--- src/rtl/acq_scheduler_if.sv ---
// Handshake between the acquisition scheduler and the A/D capture wrapper.
interface acq_scheduler_if;
  logic        o_st;
  logic [15:0] o_recv_count;
  logic        i_working;
  logic        i_rd_empty;

  modport master (
    output o_st,
    output o_recv_count,
    input  i_working,
    input  i_rd_empty
  );

  modport slave (
    input  o_st,
    input  o_recv_count,
    output i_working,
    output i_rd_empty
  );
endinterface

--- src/rtl/acq_scheduler.sv ---
// Acquisition scheduler: decodes host commands into capture configuration and
// sequences each shot (strobe, acknowledge, capture, FIFO drain, repetition wait).
module acq_scheduler #(
  parameter int unsigned MIN_RECV    = 16,
  parameter int unsigned DEF_RECV    = 10000,
  parameter int unsigned DEF_PERIOD  = 100000,
  parameter int unsigned MIN_PERIOD  = 64,
  parameter int unsigned ACK_TIMEOUT = 16
) (
  input  logic            i_clk_sys,
  input  logic            i_rst_n,
  input  logic            i_cmd_come,
  input  logic [7:0]      i_cmd,
  input  logic [31:0]     i_cmd_param,
  acq_scheduler_if.master cap,
  output logic            o_busy,
  output logic [15:0]     o_shot_count,
  output logic            o_overrun,
  output logic            o_timeout,
  output logic [3:0]      o_led
);

  localparam logic [15:0] MIN_RECV_W    = 16'(MIN_RECV);
  localparam logic [15:0] DEF_RECV_W    = 16'(DEF_RECV);
  localparam logic [31:0] DEF_PERIOD_W  = 32'(DEF_PERIOD);
  localparam logic [31:0] MIN_PERIOD_W  = 32'(MIN_PERIOD);
  localparam logic [31:0] ACK_TIMEOUT_W = 32'(ACK_TIMEOUT);

  localparam logic [7:0] CMD_SET_RECV   = 8'h01;
  localparam logic [7:0] CMD_SET_PERIOD = 8'h02;
  localparam logic [7:0] CMD_START      = 8'h03;
  localparam logic [7:0] CMD_STOP       = 8'h04;
  localparam logic [7:0] CMD_SINGLE     = 8'h05;
  localparam logic [7:0] CMD_LED        = 8'h06;
  localparam logic [7:0] CMD_CLEAR      = 8'h07;

  typedef enum logic [2:0] {
    S_IDLE,
    S_FIRE,
    S_ACK,
    S_CAPTURE,
    S_DRAIN,
    S_WAIT
  } state_e;

  state_e      state_q, state_d;
  logic        run_q, run_d;
  logic        single_q, single_d;
  logic [31:0] period_q, period_d;
  logic [31:0] cnt_q, cnt_d;
  logic [15:0] recv_shadow_q, recv_shadow_d;
  logic [15:0] recv_count_q, recv_count_d;
  logic [15:0] shot_count_q, shot_count_d;
  logic        overrun_q, overrun_d;
  logic        timeout_q, timeout_d;
  logic [3:0]  led_q, led_d;
  logic        st_q, st_d;
  logic        busy_q, busy_d;
  logic        fire_due;
  logic        in_shot;

  // Next-state logic: FSM first, then commands so they only affect the following cycle.
  always_comb begin
    state_d       = state_q;
    run_d         = run_q;
    single_d      = single_q;
    period_d      = period_q;
    recv_shadow_d = recv_shadow_q;
    recv_count_d  = recv_count_q;
    shot_count_d  = shot_count_q;
    overrun_d     = overrun_q;
    timeout_d     = timeout_q;
    led_d         = led_q;
    cnt_d         = (cnt_q == 32'hFFFF_FFFF) ? cnt_q : cnt_q + 32'd1;
    fire_due      = (cnt_q >= period_q - 32'd1);
    in_shot       = (state_q == S_ACK) || (state_q == S_CAPTURE) || (state_q == S_DRAIN);

    case (state_q)
      S_IDLE: begin
        if (run_q || single_q) state_d = S_FIRE;
      end
      S_FIRE: begin
        state_d = S_ACK;
      end
      S_ACK: begin
        if (cap.i_working) begin
          state_d = S_CAPTURE;
        end else if (cnt_q >= ACK_TIMEOUT_W) begin
          timeout_d = 1'b1;
          run_d     = 1'b0;
          single_d  = 1'b0;
          state_d   = S_IDLE;
        end
      end
      S_CAPTURE: begin
        if (!cap.i_working) state_d = S_DRAIN;
      end
      S_DRAIN: begin
        if (cap.i_rd_empty) begin
          if (run_q && !single_q) begin
            state_d = S_WAIT;
          end else begin
            state_d  = S_IDLE;
            single_d = 1'b0;
          end
        end
      end
      S_WAIT: begin
        if (!run_q) state_d = S_IDLE;
        else if (fire_due) state_d = S_FIRE;
      end
      default: state_d = S_IDLE;
    endcase

    if (in_shot && !single_q && fire_due) overrun_d = 1'b1;

    if (state_q == S_IDLE || state_q == S_WAIT) recv_count_d = recv_shadow_q;

    if (state_d == S_FIRE) begin
      cnt_d        = '0;
      shot_count_d = shot_count_q + 16'd1;
    end

    if (i_cmd_come) begin
      case (i_cmd)
        CMD_SET_RECV:   recv_shadow_d = (i_cmd_param[15:0] < MIN_RECV_W) ? MIN_RECV_W : i_cmd_param[15:0];
        CMD_SET_PERIOD: period_d = (i_cmd_param < MIN_PERIOD_W) ? MIN_PERIOD_W : i_cmd_param;
        CMD_START:      if (state_q == S_IDLE) run_d = 1'b1;
        CMD_STOP:       run_d = 1'b0;
        CMD_SINGLE:     if (state_q == S_IDLE) single_d = 1'b1;
        CMD_LED:        led_d = i_cmd_param[3:0];
        CMD_CLEAR: begin
          overrun_d    = 1'b0;
          timeout_d    = 1'b0;
          shot_count_d = '0;
        end
        default: ;
      endcase
    end

    st_d   = (state_d == S_FIRE);
    busy_d = (state_d != S_IDLE);
  end

  // State and registered outputs; reset drops the strobe immediately.
  always_ff @(posedge i_clk_sys or negedge i_rst_n) begin
    if (!i_rst_n) begin
      state_q       <= S_IDLE;
      run_q         <= 1'b0;
      single_q      <= 1'b0;
      period_q      <= DEF_PERIOD_W;
      cnt_q         <= '0;
      recv_shadow_q <= DEF_RECV_W;
      recv_count_q  <= DEF_RECV_W;
      shot_count_q  <= '0;
      overrun_q     <= 1'b0;
      timeout_q     <= 1'b0;
      led_q         <= '0;
      st_q          <= 1'b0;
      busy_q        <= 1'b0;
    end else begin
      state_q       <= state_d;
      run_q         <= run_d;
      single_q      <= single_d;
      period_q      <= period_d;
      cnt_q         <= cnt_d;
      recv_shadow_q <= recv_shadow_d;
      recv_count_q  <= recv_count_d;
      shot_count_q  <= shot_count_d;
      overrun_q     <= overrun_d;
      timeout_q     <= timeout_d;
      led_q         <= led_d;
      st_q          <= st_d;
      busy_q        <= busy_d;
    end
  end

  assign cap.o_st         = st_q;
  assign cap.o_recv_count = recv_count_q;
  assign o_busy           = busy_q;
  assign o_shot_count     = shot_count_q;
  assign o_overrun        = overrun_q;
  assign o_timeout        = timeout_q;
  assign o_led            = led_q;

endmodule

--- src/flat_wrapper.sv ---
// flat-port wrapper written by rule: the top's interface ports become plain ports
module acq_scheduler_flat 
#(
  parameter int unsigned MIN_RECV    = 16,
  parameter int unsigned DEF_RECV    = 10000,
  parameter int unsigned DEF_PERIOD  = 100000,
  parameter int unsigned MIN_PERIOD  = 64,
  parameter int unsigned ACK_TIMEOUT = 16
)
  (i_clk_sys, i_rst_n, i_cmd_come, i_cmd, i_cmd_param, o_busy, o_shot_count, o_overrun, o_timeout, o_led, cap_o_st, cap_o_recv_count, cap_i_working, cap_i_rd_empty);
  acq_scheduler_if cap_i ();
  input  logic i_clk_sys;
  input  logic i_rst_n;
  input  logic i_cmd_come;
  input  logic [7:0] i_cmd;
  input  logic [31:0] i_cmd_param;
  output logic o_busy;
  output logic [15:0] o_shot_count;
  output logic o_overrun;
  output logic o_timeout;
  output logic [3:0] o_led;
  output wire logic [$bits(cap_i.o_st)-1:0] cap_o_st;
  output wire logic [$bits(cap_i.o_recv_count)-1:0] cap_o_recv_count;
  input wire logic [$bits(cap_i.i_working)-1:0] cap_i_working;
  input wire logic [$bits(cap_i.i_rd_empty)-1:0] cap_i_rd_empty;
  assign cap_o_st = cap_i.o_st;
  assign cap_o_recv_count = cap_i.o_recv_count;
  assign cap_i.i_working = cap_i_working;
  assign cap_i.i_rd_empty = cap_i_rd_empty;
  acq_scheduler #(.MIN_RECV(MIN_RECV), .DEF_RECV(DEF_RECV), .DEF_PERIOD(DEF_PERIOD), .MIN_PERIOD(MIN_PERIOD), .ACK_TIMEOUT(ACK_TIMEOUT)) u_core (.i_clk_sys(i_clk_sys), .i_rst_n(i_rst_n), .i_cmd_come(i_cmd_come), .i_cmd(i_cmd), .i_cmd_param(i_cmd_param), .cap(cap_i), .o_busy(o_busy), .o_shot_count(o_shot_count), .o_overrun(o_overrun), .o_timeout(o_timeout), .o_led(o_led));
endmodule
--- config.mk ---
export PLATFORM = sky130hd
export DESIGN_NAME = acq_scheduler_flat
export DESIGN_NICKNAME = d
export VERILOG_FILES = /design/src/rtl/acq_scheduler_if.sv /design/src/rtl/acq_scheduler.sv /design/src/flat_wrapper.sv
export SDC_FILE = /design/constraint.sdc
export NUM_CORES = 1
export LEC_CHECK = 0
export CORE_MARGIN = 5
export CORE_UTILIZATION = 61
export CTS_CLUSTER_DIAMETER = 60
export DETAILED_ROUTE_END_ITERATION = 12
export PLACE_DENSITY_LB_ADDON = 0.12
export SETUP_SLACK_MARGIN = 0.15
export SYNTH_ARGS = -nofsm -noshare
export SYNTH_HDL_FRONTEND = slang
export SYNTH_SLANG_ARGS = --single-unit
--- constraint.sdc ---
create_clock -name i_clk_sys -period 6.8 [get_ports i_clk_sys]
set_input_delay 1.36 -clock i_clk_sys [delete_from_list [all_inputs] [get_ports i_clk_sys]]
set_output_delay 1.36 -clock i_clk_sys [all_outputs]
set_load 0.03 [all_outputs]
==> out/results.ini <==
[run_status]
status=finished clean

[placed_design]
globalplace.congestion=0.917
place_hpwl_um=12200
dp.cells=952
io_buffers=84

[clock_network]
numCtsBuffers=17
ctsResizeCount=0
htree_levels=4
cts_buffer_depth=2
cts_hold_buf=0
postCtsSetupBuffers=0
root_buffer=clkbuf_16
clk_pin_slew_worst_paths_ns=0.06
clkSinkCount=125
clock_latency_ns=0.42
cts_tree=done

[route]
wl_per_cell_um=17.6
drc=0
vias_per_cell=6.08
dr.pass1.iters=5
vias=5979
drt-total-wl_um=17300
drtIter0Drc=549
drtAntennaViolNets=0

[floorplan]
rows=39
die_h_um=117
fp.dieArea_um2=13700
die_x_um=117
ios=85
core_um2=11300
initial_core_util_pct=61.5

[synthesis]
yosys.area.top_type=dfrtp_1
yosysWarnings=0
synth_edf_count=0
synth_nets=827
synth-seq-cells=125
synthCells=746
syn-cell-area_um2=6960
synth_top_cells_by_count=nand2_1 (146), dfrtp_1 (109), nor2_1 (69)
yosys.area.top_type_share_pct=39.2
yosysMostFrequentCell=nand2_1
yosysUniqueCellTypes=57
seq_area_frac_synth_pct=45.2
synth.area.top_cells=dfrtp_1 (39%), nand2_1 (7.9%), ha_1 (6.5%)
async_flop_share_pct=100
ys.flop_type=dfrtp_1
synth_area_per_cell_um2=9.33

[worst_setup_path]
crit_slowest_cell=a21oi_2
crit_fanout=30
crit_type=flip-flop to flip-flop
rr_worst_depth=16
crit_path_end_kind=flip-flop
critPathLaunchType=flip-flop
crit_required_ns=7.12
rr_endpoint=u_core.cnt_q[25]
ff2ff_setup_slack_ns=1.78
cp_num_buf_inv=1
crit_path_frequent_cell=nor4_2
path_cells=nor3_1 > nand3_1 > nor2b_1 > nand2_1 > nor4_2 > nand3b_1 > xor2_1 > ha_1 > nand4_1 > nor4_2 > a2bb2oi_1 > nand4b_1 > a21oi_2 > nor2_2 > buf_4 > a211oi_1
rr_startpoint=u_core.period_q[3]
crit_family=simple AND/OR/NAND/NOR gates
crit_path_start=u_core.period_q[3]
slowest_delay_ns=0.90
cp.arrival_ns=5.34

[grt]
grt_pass1_vias=6043
grt_max_degree=68
antenna_found_initial=0
grt_pass1_wl_um=28300
track_usage_pct=26.4
grt-ovfl-total=0

[timing]
slew_headroom_pct=17.6
slew_violations=0
period_needed_ns=5.02
setup_viol=0
finalSetupTns_ns=0
max_slew.worst_pin.slew_ns=1.24
rsz0062_at_grt=no
clock.fmax_mhz=199
min_period_over_period_pct=73.8
skew_ns=0.00594
hold_viol=0

[cells_and_area]
syn_to_final_growth_pct=22.3
nets=909
n_antenna_cell=0
regArea_um2=3150
num-fill-cells=800
fin_cells=984
multi_input_area_um2=3650
drive_gt1_share_pct=10.1
finalCoreUtilization_pct=75.2

[power]
p_per_area_nw_per_um2=307
ir_drop_v=0.000293
total_power_mw=2.61
leakagePower_nw=3.87

[min_path]
hold_path_end=u_core.recv_shadow_q[12]
hp-class=flip-flop to flip-flop
hold_depth=2
min_from=u_core.recv_shadow_q[12]

[run]
maxCapViolations=0

[flip-flops by register name, summed over array words and instances, names as in the netlist]
| signal | count |
|---|---|
| u_core.run_q | 1 |
| u_core.o_led | 4 |
| u_core.state_q | 3 |
| u_core.cap.o_st | 1 |
| u_core.period_q | 32 |
| u_core.o_timeout | 1 |
| u_core.o_busy | 1 |
| u_core.recv_shadow_q | 16 |
| u_core.o_overrun | 1 |
| u_core.cap.o_recv_count | 16 |
| u_core.cnt_q | 32 |
| u_core.o_shot_count | 16 |
| u_core.single_q | 1 |
[through the flow]
| stage | worst slack [ns] | cell area, um^2 | hold slack [ns] |
|---|---|---|---|
| final | 1.78 | 8510 | 0.480 |
| after CTS | 1.87 | 8510 | 0.476 |
| after global placement | 2.18 | 7910 | 0.447 |
| after detailed placement | 1.90 | 7910 | 0.456 |
| after global routing | 1.25 | 8510 | 0.499 |
| after floorplan | 2.88 | 6960 | 0.437 |
[how the worst max path moves through the flow]
stage | to | slack, ns | cells past startpoint
global route | u_core.cnt_q[25] | 1.25 | 16
CTS | u_core.cnt_q[25] | 1.87 | 16
global placement | u_core.cnt_q[25] | 2.18 | 16
finish | u_core.cnt_q[25] | 1.78 | 16
detailed placement | u_core.cnt_q[25] | 1.90 | 16
floorplan | u_core.o_shot_count[11] | 2.88 | 16
[worst min-delay path, cell delays in order, from the launching register on]
cell and delay [ns]:
dfrtp_1 0.34, nand2_1 0.05, nand2_1 0.06
[layout make-up]
class	instances	area share (%)
inverters	14	0.617
clock buffers	18	5.16
well taps	143	2.10
flip-flops and latches	125	37.0
repair buffers	89	10.3
clock inverters	14	1.97
multi-input cells	581	42.9
[where the power goes]
group	switching, mW	internal [mW]	total (mW)
Sequential	0.113	0.842	0.955
Combinational	0.423	0.308	0.731
Clock	0.340	0.585	0.924
[placed cells by master (no fill, tap or decap), types with 4 or more instances in the layout]
cell,netlist,layout
a21oi_1,32,31
a22o_1,8,8
and2_1,4,4
and3_1,16,16
buf_4,1,6
clkbuf_16,0,17
clkdlybuf4s50_1,0,83
clkinv_2,0,4
dfrtp_1,109,109
dfstp_2,16,16
ha_1,36,36
inv_1,14,14
mux2_2,20,20
mux2i_1,5,5
nand2_1,146,146
nand2b_1,8,8
nand3_1,32,32
nand4_1,26,26
nor2_1,69,69
nor3_1,14,14
nor3b_1,4,4
nor4_1,22,22
o21ai_0,10,10
o31ai_1,10,10
or3_1,4,4
or4_1,12,12
xnor2_1,22,22
xor2_1,35,35
[routing by layer]
metal / share of wire [%] / track usage (%)
met1: 43 / 33.8
met3: 4.6 / 6.07
met2: 50 / 43.9
met5: 0 / 0
met4: 2.2 / 10.0
[kinds of logic after synthesis]
logic type	after synthesis	share of synthesized area, %
and+or+nand+nor	379	26.5
DFF	125	45.2
AOI/OAI and AO/OA	84	8.16
xor gates and xnor gates	57	7.17
buffers and inverters	40	2.52
adders and majority gates	36	6.47
muxes	25	3.95
Power figures use the tool's default switching activity.
